[src/rtl/noc_router_pkg.sv]
`default_nettype none
//==============================================================================
// Module      : noc_router_pkg
// Description : Shared router constants, port indices, arbiter state encoding
//               and the mod-NUM_PORTS index helpers.
// Revision    : 1.0 - initial release
//==============================================================================
package noc_router_pkg;

   localparam int NUM_PORTS = 5;
   localparam int SEL_WIDTH = 3;

   localparam logic [SEL_WIDTH-1:0] SEL_IDLE = 3'b111;

   localparam logic [SEL_WIDTH-1:0] PORT_NORTH = 3'd0;
   localparam logic [SEL_WIDTH-1:0] PORT_EAST  = 3'd1;
   localparam logic [SEL_WIDTH-1:0] PORT_SOUTH = 3'd2;
   localparam logic [SEL_WIDTH-1:0] PORT_WEST  = 3'd3;
   localparam logic [SEL_WIDTH-1:0] PORT_LOCAL = 3'd4;

   typedef enum logic [0:0] {
      ARB_IDLE = 1'b0,
      ARB_BUSY = 1'b1
   } arbState_t;

   // Port index + 1, wrapping at NUM_PORTS.
   function automatic logic [SEL_WIDTH-1:0] nextPort(input logic [SEL_WIDTH-1:0] p);
      return (p >= SEL_WIDTH'(NUM_PORTS - 1)) ? '0 : p + 1'b1;
   endfunction

   function automatic logic [NUM_PORTS-1:0] oneHot(input logic [SEL_WIDTH-1:0] idx);
      return NUM_PORTS'(1) << idx;
   endfunction

endpackage
`default_nettype wire

[src/rtl/output_port_arbiter_if.sv]
`default_nettype none
//==============================================================================
// Module      : output_port_arbiter_if
// Description : Request/grant bundle between the input buffers, the output mux
//               and one output-port arbiter.
// Revision    : 1.0 - initial release
//==============================================================================
interface output_port_arbiter_if;
   import noc_router_pkg::*;

   logic [NUM_PORTS-1:0] Req;
   logic [NUM_PORTS-1:0] Tail;
   logic                 OutReady;
   logic [SEL_WIDTH-1:0] Sel;
   logic [NUM_PORTS-1:0] Grant;
   logic                 Transfer;

   modport master (
      output Req,
      output Tail,
      output OutReady,
      input  Sel,
      input  Grant,
      input  Transfer
   );

   modport slave (
      input  Req,
      input  Tail,
      input  OutReady,
      output Sel,
      output Grant,
      output Transfer
   );

endinterface
`default_nettype wire

[src/rtl/output_port_arbiter_rr_priority_picker.sv]
`default_nettype none
//==============================================================================
// Module      : rr_priority_picker
// Description : Combinational round-robin search: first eligible request at or
//               after i_ptr, mod NUM_PORTS, ignoring bits set in i_exclude.
// Revision    : 1.0 - initial release
//==============================================================================
module rr_priority_picker
   import noc_router_pkg::*;
(
   input  wire logic [NUM_PORTS-1:0] i_req,
   input  wire logic [SEL_WIDTH-1:0] i_ptr,
   input  wire logic [NUM_PORTS-1:0] i_exclude,
   output logic                      o_found,
   output logic [SEL_WIDTH-1:0]      o_winner
);

   logic [NUM_PORTS-1:0] w_eligible;

   assign w_eligible = i_req & ~i_exclude;

   always_comb begin
      logic [SEL_WIDTH-1:0] idx;
      o_found  = 1'b0;
      o_winner = '0;
      idx      = i_ptr;
      for (int k = 0; k < NUM_PORTS; k++) begin
         if (!o_found && w_eligible[idx]) begin
            o_found  = 1'b1;
            o_winner = idx;
         end
         idx = nextPort(idx);
      end
   end

endmodule
`default_nettype wire

[src/rtl/output_port_arbiter.sv]
`default_nettype none
//==============================================================================
// Module      : output_port_arbiter
// Description : Wormhole round-robin arbiter for one router output port; holds
//               the grant from head to tail flit and drives the mux select.
// Revision    : 1.0 - initial release
//==============================================================================
module output_port_arbiter
   import noc_router_pkg::*;
(
   input  wire logic             clk,
   input  wire logic             rst_n,
   output_port_arbiter_if.slave  bus
);

   arbState_t            r_state;
   logic [SEL_WIDTH-1:0] r_ptr;
   logic [SEL_WIDTH-1:0] r_sel;
   logic [NUM_PORTS-1:0] r_grant;

   logic                 w_busy;
   logic                 w_xfer;
   logic                 w_release;
   logic [SEL_WIDTH-1:0] w_pickPtr;
   logic [NUM_PORTS-1:0] w_exclude;
   logic                 w_found;
   logic [SEL_WIDTH-1:0] w_winner;

   assign w_busy    = (r_state == ARB_BUSY);
   assign w_xfer    = w_busy & (|(r_grant & bus.Req)) & bus.OutReady;
   assign w_release = w_xfer & (|(r_grant & bus.Tail));

   // On a tail the search restarts just past the releasing input and skips it,
   // so the next packet is granted without an idle cycle.
   assign w_pickPtr = w_release ? nextPort(r_sel) : r_ptr;
   assign w_exclude = w_release ? r_grant : '0;

   rr_priority_picker u_picker (
      .i_req     (bus.Req),
      .i_ptr     (w_pickPtr),
      .i_exclude (w_exclude),
      .o_found   (w_found),
      .o_winner  (w_winner)
   );

   always_ff @(posedge clk or negedge rst_n) begin
      if (!rst_n) begin
         r_state <= ARB_IDLE;
         r_ptr   <= '0;
         r_grant <= '0;
         r_sel   <= SEL_IDLE;
      end else begin
         case (r_state)
            ARB_IDLE: begin
               if (w_found) begin
                  r_state <= ARB_BUSY;
                  r_grant <= oneHot(w_winner);
                  r_sel   <= w_winner;
               end
            end
            ARB_BUSY: begin
               if (w_release) begin
                  r_ptr <= w_pickPtr;
                  if (w_found) begin
                     r_grant <= oneHot(w_winner);
                     r_sel   <= w_winner;
                  end else begin
                     r_state <= ARB_IDLE;
                     r_grant <= '0;
                     r_sel   <= SEL_IDLE;
                  end
               end
            end
            default: begin
               r_state <= ARB_IDLE;
               r_grant <= '0;
               r_sel   <= SEL_IDLE;
            end
         endcase
      end
   end

   assign bus.Grant    = r_grant;
   assign bus.Sel      = r_sel;
   assign bus.Transfer = w_xfer;

endmodule
`default_nettype wire

[src/flat_wrapper.sv]
// flat-port wrapper written by rule: the top's interface ports become plain ports
module output_port_arbiter_flat import noc_router_pkg::*;
  (clk, rst_n, bus_Req, bus_Tail, bus_OutReady, bus_Sel, bus_Grant, bus_Transfer);
  output_port_arbiter_if bus_i ();
  input  wire logic clk;
  input  wire logic rst_n;
  input wire logic [$bits(bus_i.Req)-1:0] bus_Req;
  input wire logic [$bits(bus_i.Tail)-1:0] bus_Tail;
  input wire logic [$bits(bus_i.OutReady)-1:0] bus_OutReady;
  output wire logic [$bits(bus_i.Sel)-1:0] bus_Sel;
  output wire logic [$bits(bus_i.Grant)-1:0] bus_Grant;
  output wire logic [$bits(bus_i.Transfer)-1:0] bus_Transfer;
  assign bus_i.Req = bus_Req;
  assign bus_i.Tail = bus_Tail;
  assign bus_i.OutReady = bus_OutReady;
  assign bus_Sel = bus_i.Sel;
  assign bus_Grant = bus_i.Grant;
  assign bus_Transfer = bus_i.Transfer;
  output_port_arbiter u_core (.clk(clk), .rst_n(rst_n), .bus(bus_i));
endmodule
[config.mk]
export PLATFORM = sky130hd
export DESIGN_NAME = output_port_arbiter_flat
export DESIGN_NICKNAME = d
export VERILOG_FILES = /design/src/rtl/noc_router_pkg.sv /design/src/rtl/output_port_arbiter_if.sv /design/src/rtl/output_port_arbiter_rr_priority_picker.sv /design/src/rtl/output_port_arbiter.sv /design/src/flat_wrapper.sv
export SDC_FILE = /design/constraint.sdc
export NUM_CORES = 1
export LEC_CHECK = 0
export CORE_ASPECT_RATIO = 1.75
export CORE_UTILIZATION = 30
export CTS_BUF_LIST = sky130_fd_sc_hd__clkbuf_16
export DETAILED_ROUTE_END_ITERATION = 8
export GPL_TIMING_DRIVEN = 1
export HOLD_SLACK_MARGIN = 0.1
export MAX_ROUTING_LAYER = met4
export SLEW_MARGIN = 20
export SYNTH_ARGS = -nofsm -noshare
export SYNTH_HDL_FRONTEND = slang
export SYNTH_SLANG_ARGS = --single-unit
[constraint.sdc]
create_clock -name clk -period 5.79 [get_ports clk]
set_input_delay 0.8685 -clock clk [delete_from_list [all_inputs] [get_ports clk]]
set_output_delay 0.8685 -clock clk [all_outputs]
set_load 0.005 [all_outputs]
==> results of run 1 <==
[worst max-delay path: stages]
cell             delay [ns]
clkdlybuf4s50_1        0.39
a222oi_1               0.48
and2_1                 0.26
nor3_2                 0.09
or2_2                  0.30
ha_1                   0.34
inv_1                  0.08
nor2_1                 0.05
ha_1                   0.32
nand2_1                0.10
inv_1                  0.05
ha_1                   0.28
and2_1                 0.16
ha_1                   0.35
mux2_2                 0.36
a221oi_2               0.28
a31o_2                 0.16
nand2_1                0.06
o311a_1                0.32
o32ai_1                0.30
[worst max path at each step]
stage / start / end / slack, ns / cells after the start
after floorplan: bus_Tail[2] / u_core.bus.Grant[1] / 0.77 / 20
after global placement: bus_Tail[2] / u_core.bus.Grant[2] / 0.18 / 20
after detailed placement: bus_Tail[2] / u_core.bus.Grant[2] / 0.06 / 20
after CTS: bus_Tail[2] / u_core.bus.Grant[2] / 0.30 / 20
after global routing: bus_Tail[2] / u_core.bus.Grant[2] / 0.01 / 21
final: bus_Tail[2] / u_core.bus.Grant[2] / 0.30 / 20
[cell type report]
type	count	area (um2)
inverters	18	67.6
clock inverters	1	3.75
multi-input cells	174	1220
fillers	558	3160
well taps	55	68.8
repair buffers	40	353
clock buffers	3	75.1
flip-flops and latches	12	304
[logic make-up (layout without fill, tap and decap cells)]
kind of cell | count (synthesis) | count (layout) | share of synthesized area [%]
AOI/OAI and AO/OA | 86 | 86 | 41.6
and+or+nand+nor | 77 | 77 | 24.8
buffers and inverters | 25 | 62 | 6.36
DFF | 12 | 12 | 18.6
adders and majority gates | 6 | 6 | 4.60
muxes | 5 | 5 | 4.06
[metrics by stage]
stage	std cells	setup WS, ns
2_1_floorplan	211	0.770
6_report	303	0.300
3_5_place_dp	299	0.0622
3_3_place_gp	299	0.179
5_1_grt	303	0.00981
4_1_cts	303	0.300
[synth_stat cells (3+ instances only)]
cell      count
nand2b_1      7
o21ai_1       4
nand4_1       3
o31ai_1       3
a22oi_1       4
a31oi_1       8
a211oi_1      3
nand3_1       5
mux2_2        3
nor3_1        6
or2_2         3
inv_1        16
a21o_1        3
nand2_1      17
a21oi_1       8
and2_1        3
o32ai_1       3
clkbuf_1      3
dfstp_2       3
nor2b_1       3
nor4_1        4
dfrtp_1       9
o21a_1        5
ha_1          6
o21ai_0      12
nor2_1       17
[flip-flops by register name (all words and copies together), names as in the netlist]
| name | count |
|---|---|
| u_core.bus.Grant | 5 |
| u_core.bus.Sel | 3 |
| u_core.r_ptr | 3 |
| u_core.r_state | 1 |
[routing by layer]
layer | vias up | GRT usage (%)
li1 | 895 | -
met1 | 909 | 23.9
met2 | 88 | 41.5
met3 | 35 | 1.95
met4 | 0 | 17.8
met5 | - | -
==> out/qor.yml, run 1 <==
run_status:
  run_status: "completed"
layout:
  mostFrequentLayoutCells: "21 x clkdlybuf4s50_1, 19 x buf_4, 17 x nand2_1, 17 x nor2_1, 16 x inv_1"
  finalNetCount: 268
  antenna-diode-count: 0
  drive_gt1_share_pct: 19.8
  synthToLayoutAreaGrowth_pct: 28.4
  finalInstanceArea_mm2: 0.00210
  utilization_pct: 39.9
  final_common_cell: "clkdlybuf4s50_1"
detailed_routing:
  drt-initial-drc-count: 78
  wl_um: 6240
  route.vias.total: 1927
  average_vias_per_placed_instance: 6.36
  drt_pre_antenna_iters: 5
  postRouteAntennaNets: 0
  wl_met1_um: 2180
  met3WireLength_um: 280
  drc_errors: 0
  post_drt_wl_per_cell_um: 20.6
  highest-signal-layer: "met4"
  routed-wl-met2_um: 3320
cts:
  cts.sink_count: 12
  cts_hold_repair.buffers: 0
  insertion_delay_ns: 0.25
  cts_repair_resize_count: 0
  cts-htree-levels: 1
  path_clk_slew_ns: 0.05
  tritoncts.num_buffers: 3
  postCtsSetupBuffers: 0
  max-clock-path-buffers: 2
  tritoncts: "built"
  clk_root_buffer_cell: "clkbuf_16"
die:
  ioPinCount: 22
  die_h_um: 99.6
  floorplan.die.width_um: 57.8
  fp.coreArea_mm2: 0.00526
  std_cell_rows: 35
  floorplan.initialDensity_pct: 31.1
  dieArea_mm2: 0.00575
timing:
  hold_ws_ns: 0.515
  tightestPinTransition_ns: 0.831
  worst_clock_skew_ns: 0.00414
  final_max_slew_viol_count: 0
  clock.fmax_mhz: 182
  fin_crit_sh_pct: 94.8
  finalCriticalPeriod_ns: 5.49
  grt_setup_unrepaired: "no"
  slew_headroom_pct: 44.1
  finalSetupViolations: 0
  fin_setup_tns_ns: 0
  timing.final.hold_violations: 0
synth:
  synth_top_area_share_pct: 13.8
  synth_sequential_area_ratio_pct: 18.6
  count_of_flip_flops_with_a_built_in_enable_after_synthesis: 0
  synthArstFlopShare_pct: 100
  syn_inst: 211
  synth.largest_area_cell: "dfrtp_1"
  mappedNetlistArea_mm2: 0.00163
  mappedNetlistNets: 230
  synth.avg_cell_area_um2: 7.74
  ys_types: 63
  yosys-top-cells-area: "dfrtp_1 14%, dfstp_2 4.8%, ha_1 4.6%, nand2_1 3.9%, nor2_1 3.9%"
  synth_seq_cells: 12
  synth-main-ff-cell: "dfrtp_1"
  yosysWarnings: 0
hold_path:
  holdCritPathClass: "register to register"
  timing.hold.worst_path_depth: 2
  hold_path_startpoint: "u_core.bus.Sel[1]"
  min_to: "u_core.bus.Sel[1]"
placement:
  dpl-instance-area_mm2: 0.00202
  routability_congestion_estimate: 0.980
  dpl.hpwl_um: 5000
  port_buffers: 21
global_route:
  first_global_vias: 1983
  grt_overflow: 0
  initial_antenna_violation_count: 0
  grt_pass1_wl_um: 9970
  globalRouteTotalUtil_pct: 23.7
  grt_start_max_net_pins: 13
worst_setup_path:
  critPathKind: "input pin to register"
  timing.rr.end: "u_core.bus.Grant[2]"
  crit_path_start_kind: "input pin"
  r2r_start: "u_core.bus.Grant[2]"
  worstRegToRegCells: 19
  cp.required_ns: 5.92
  worstSetupEndpointType: "register"
  cp_max_fo: 5
  critical_path_arrival_ns: 5.63
  r2r_slack_ns: 0.82
run:
  reported_max_cap_violation_count: 0
Power of run 1 is not shown: default switching activity piles up to over one toggle a cycle in this logic, so the estimate is an artifact.
==> inputs of run 2 (changes only) <==
CORE_MARGIN = 1.5   (was unset)
==> run 2 against run 1 <==
Global-route usage shrank 1.0 points; final cell count is the same; non-clock buffer count is the same; sequential share of layout area is the same; first-iteration DRC count is the same; hold slack gained 0.016 ns; critical path type unchanged; highest routed layer unchanged.
==> out/qor.yml, run 2 (synthesized netlist as in run 1, its figures left out) <==
run_status:
  run_status: "completed"  # unchanged
hold_path:
  holdCritPathClass: "register to register"  # unchanged
die:
  ioPinCount: 22  # unchanged
  floorplan.initialDensity_pct: 31.1  # unchanged
  dieArea_mm2: 0.00591  # was 0.00575 mm2
  die_h_um: 101  # was 99.6 um
  fp.coreArea_mm2: 0.00526  # unchanged
  floorplan.die.width_um: 58.8  # was 57.8 um
  std_cell_rows: 35  # unchanged
detailed_routing:
  wl_um: 6120  # was 6240 um
  drc_errors: 0  # unchanged
  average_vias_per_placed_instance: 6.35  # was 6.36
  drt-initial-drc-count: 78  # unchanged
  route.vias.total: 1924  # was 1927
  post_drt_wl_per_cell_um: 20.2  # was 20.6 um
  postRouteAntennaNets: 0  # unchanged
  drt_pre_antenna_iters: 5  # unchanged
cts:
  cts_repair_resize_count: 0  # unchanged
  clk_root_buffer_cell: "clkbuf_16"  # unchanged
  postCtsSetupBuffers: 0  # unchanged
  insertion_delay_ns: 0.25  # about the same
  cts.sink_count: 12  # unchanged
  max-clock-path-buffers: 2  # unchanged
  tritoncts.num_buffers: 3  # unchanged
  cts_hold_repair.buffers: 0  # unchanged
  cts-htree-levels: 1  # unchanged
  path_clk_slew_ns: 0.05  # about the same
  tritoncts: "built"  # unchanged
global_route:
  initial_antenna_violation_count: 0  # unchanged
  first_global_vias: 1928  # was 1983
  globalRouteTotalUtil_pct: 22.7  # was 23.7%
  grt_overflow: 0  # unchanged
  grt_start_max_net_pins: 13  # unchanged
  grt_pass1_wl_um: 9800  # was 9970 um
placement:
  detailedPlace.worstSlack_ns: 0.146  # was 0.0622 ns
  port_buffers: 21  # unchanged
  routability_congestion_estimate: 1.01  # was 0.980
  dpl.hpwl_um: 5090  # was 5000 um
layout:
  drive_gt1_share_pct: 19.8  # unchanged
  antenna-diode-count: 0  # unchanged
  synthToLayoutAreaGrowth_pct: 28.4  # unchanged
  mostFrequentLayoutCells: "21 x clkdlybuf4s50_1, 19 x buf_4, 17 x nand2_1, 17 x nor2_1, 16 x inv_1"  # unchanged
  utilization_pct: 39.9  # unchanged
  final_common_cell: "clkdlybuf4s50_1"  # unchanged
  max_ffs_per_register: 5  # unchanged
  finalNetCount: 268  # unchanged
worst_setup_path:
  crit_path_start_kind: "input pin"  # unchanged
  critPathKind: "input pin to register"  # unchanged
  cp.buffers_inverters: 3  # unchanged
  cp.required_ns: 5.97  # was 5.92 ns
  worstSetupEndpointType: "register"  # unchanged
  worst_path_dominant_cell_family: "compound AO/OA/AOI/OAI gates"  # unchanged
  crit_path_max_incr_delay_ns: 0.48  # about the same
  top_cell_by_count_worst_path: "ha_1"  # unchanged
  cp_max_fo: 5  # unchanged
  critical_path_arrival_ns: 5.60  # was 5.63 ns
  crit_path_cell_trace: "clkdlybuf4s50_1 -> a222oi_1 -> a21o_1 -> nor3_2 -> or2_2 -> ha_1 -> inv_1 -> nor2_1 -> ha_1 -> nand2_1 -> inv_1 -> ha_1 -> and2_1 -> ha_1 -> mux2_2 -> a221oi_2 -> a31o_2 -> nand2_1 -> o311ai_1 -> a32o_1"  # was clkdlybuf4s50_1 -> a222oi_1 -> and2_1 -> nor3_2 -> or2_2 -> ha_1 -> inv_1 -> nor2_1 -> ha_1 -> nand2_1 -> inv_1 -> ha_1 -> and2_1 -> ha_1 -> mux2_2 -> a221oi_2 -> a31o_2 -> nand2_1 -> o311a_1 -> o32ai_1
  crit_path_max_delay_cell_type: "clkdlybuf4s50_1"  # was a222oi_1
timing:
  grt_setup_unrepaired: "no"  # unchanged
  finalCriticalPeriod_ns: 5.42  # was 5.49 ns
  fin_setup_tns_ns: 0  # unchanged
  tightestPinTransition_ns: 0.852  # was 0.831 ns
  final_max_slew_viol_count: 0  # unchanged
  fin_crit_sh_pct: 93.6  # was 94.8%
  clock.fmax_mhz: 185  # was 182 MHz
  timing.final.hold_violations: 0  # unchanged
  slew_headroom_pct: 41.7  # was 44.1%
  finalSetupViolations: 0  # unchanged
  worst_clock_skew_ns: 0.00827  # was 0.00414 ns
  setup_slack_ns: 0.372  # was 0.300 ns
run:
  reported_max_cap_violation_count: 0  # unchanged
## run 2: cell counts in the layout (fill, tap and decap cells not counted)
No cell type changed its count.
## run 2: path summary, 6_finish.rpt
path / from / endpoint / slack [ns] / cells past startpoint
setup / recovery: bus_Req[3] / u_core.bus.Grant[0] / 0.37 / 20
min in group asynchronous: rst_n / u_core.r_ptr[0] / 1.01 / 1
setup reg to reg: u_core.bus.Grant[4] / u_core.bus.Grant[0] / 0.99 / 19
max in group asynchronous: rst_n / u_core.bus.Grant[4] / 4.37 / 1
hold / removal: u_core.bus.Sel[2] / u_core.bus.Sel[2] / 0.53 / 2
hold reg to reg: u_core.bus.Sel[2] / u_core.bus.Sel[2] / 0.53 / 2
## run 2: worst min-delay path: cells and delay by family, from the launching register on
kind,cells,cell delay (ns)
DFF,1,0.39
buffers and inverters,1,0.07
AOI/OAI and AO/OA,1,0.06
## run 2: metal layers
metal	global-route usage, %	wire length, um
met1	21.8	2070
met4	17.3	425
met5	-	0
met2	39.7	3370
met3	2.70	250
## run 2: metrics by stage
| step | hold slack (ns) | cells | area (um2) |
|---|---|---|---|
| after floorplan | 0.492 | 211 | 1630 |
| after global placement | 0.520 | 299 | 2020 |
| after detailed placement | 0.520 | 299 | 2020 |
| after CTS | 0.531 | 303 | 2100 |
| after global routing | 0.548 | 303 | 2100 |
| final | 0.531 | 303 | 2100 |
## run 2: cell type report
type	count	area, um2
Clock inverter	1	3.75
Multi-Input combinational cell	174	1220
Timing Repair Buffer	40	353
Fill cell	549	3160
Tap cell	55	68.8
Inverter	18	67.6
Clock buffer	3	75.1
Sequential cell	12	304
Power of run 2 is left out for the same reason.
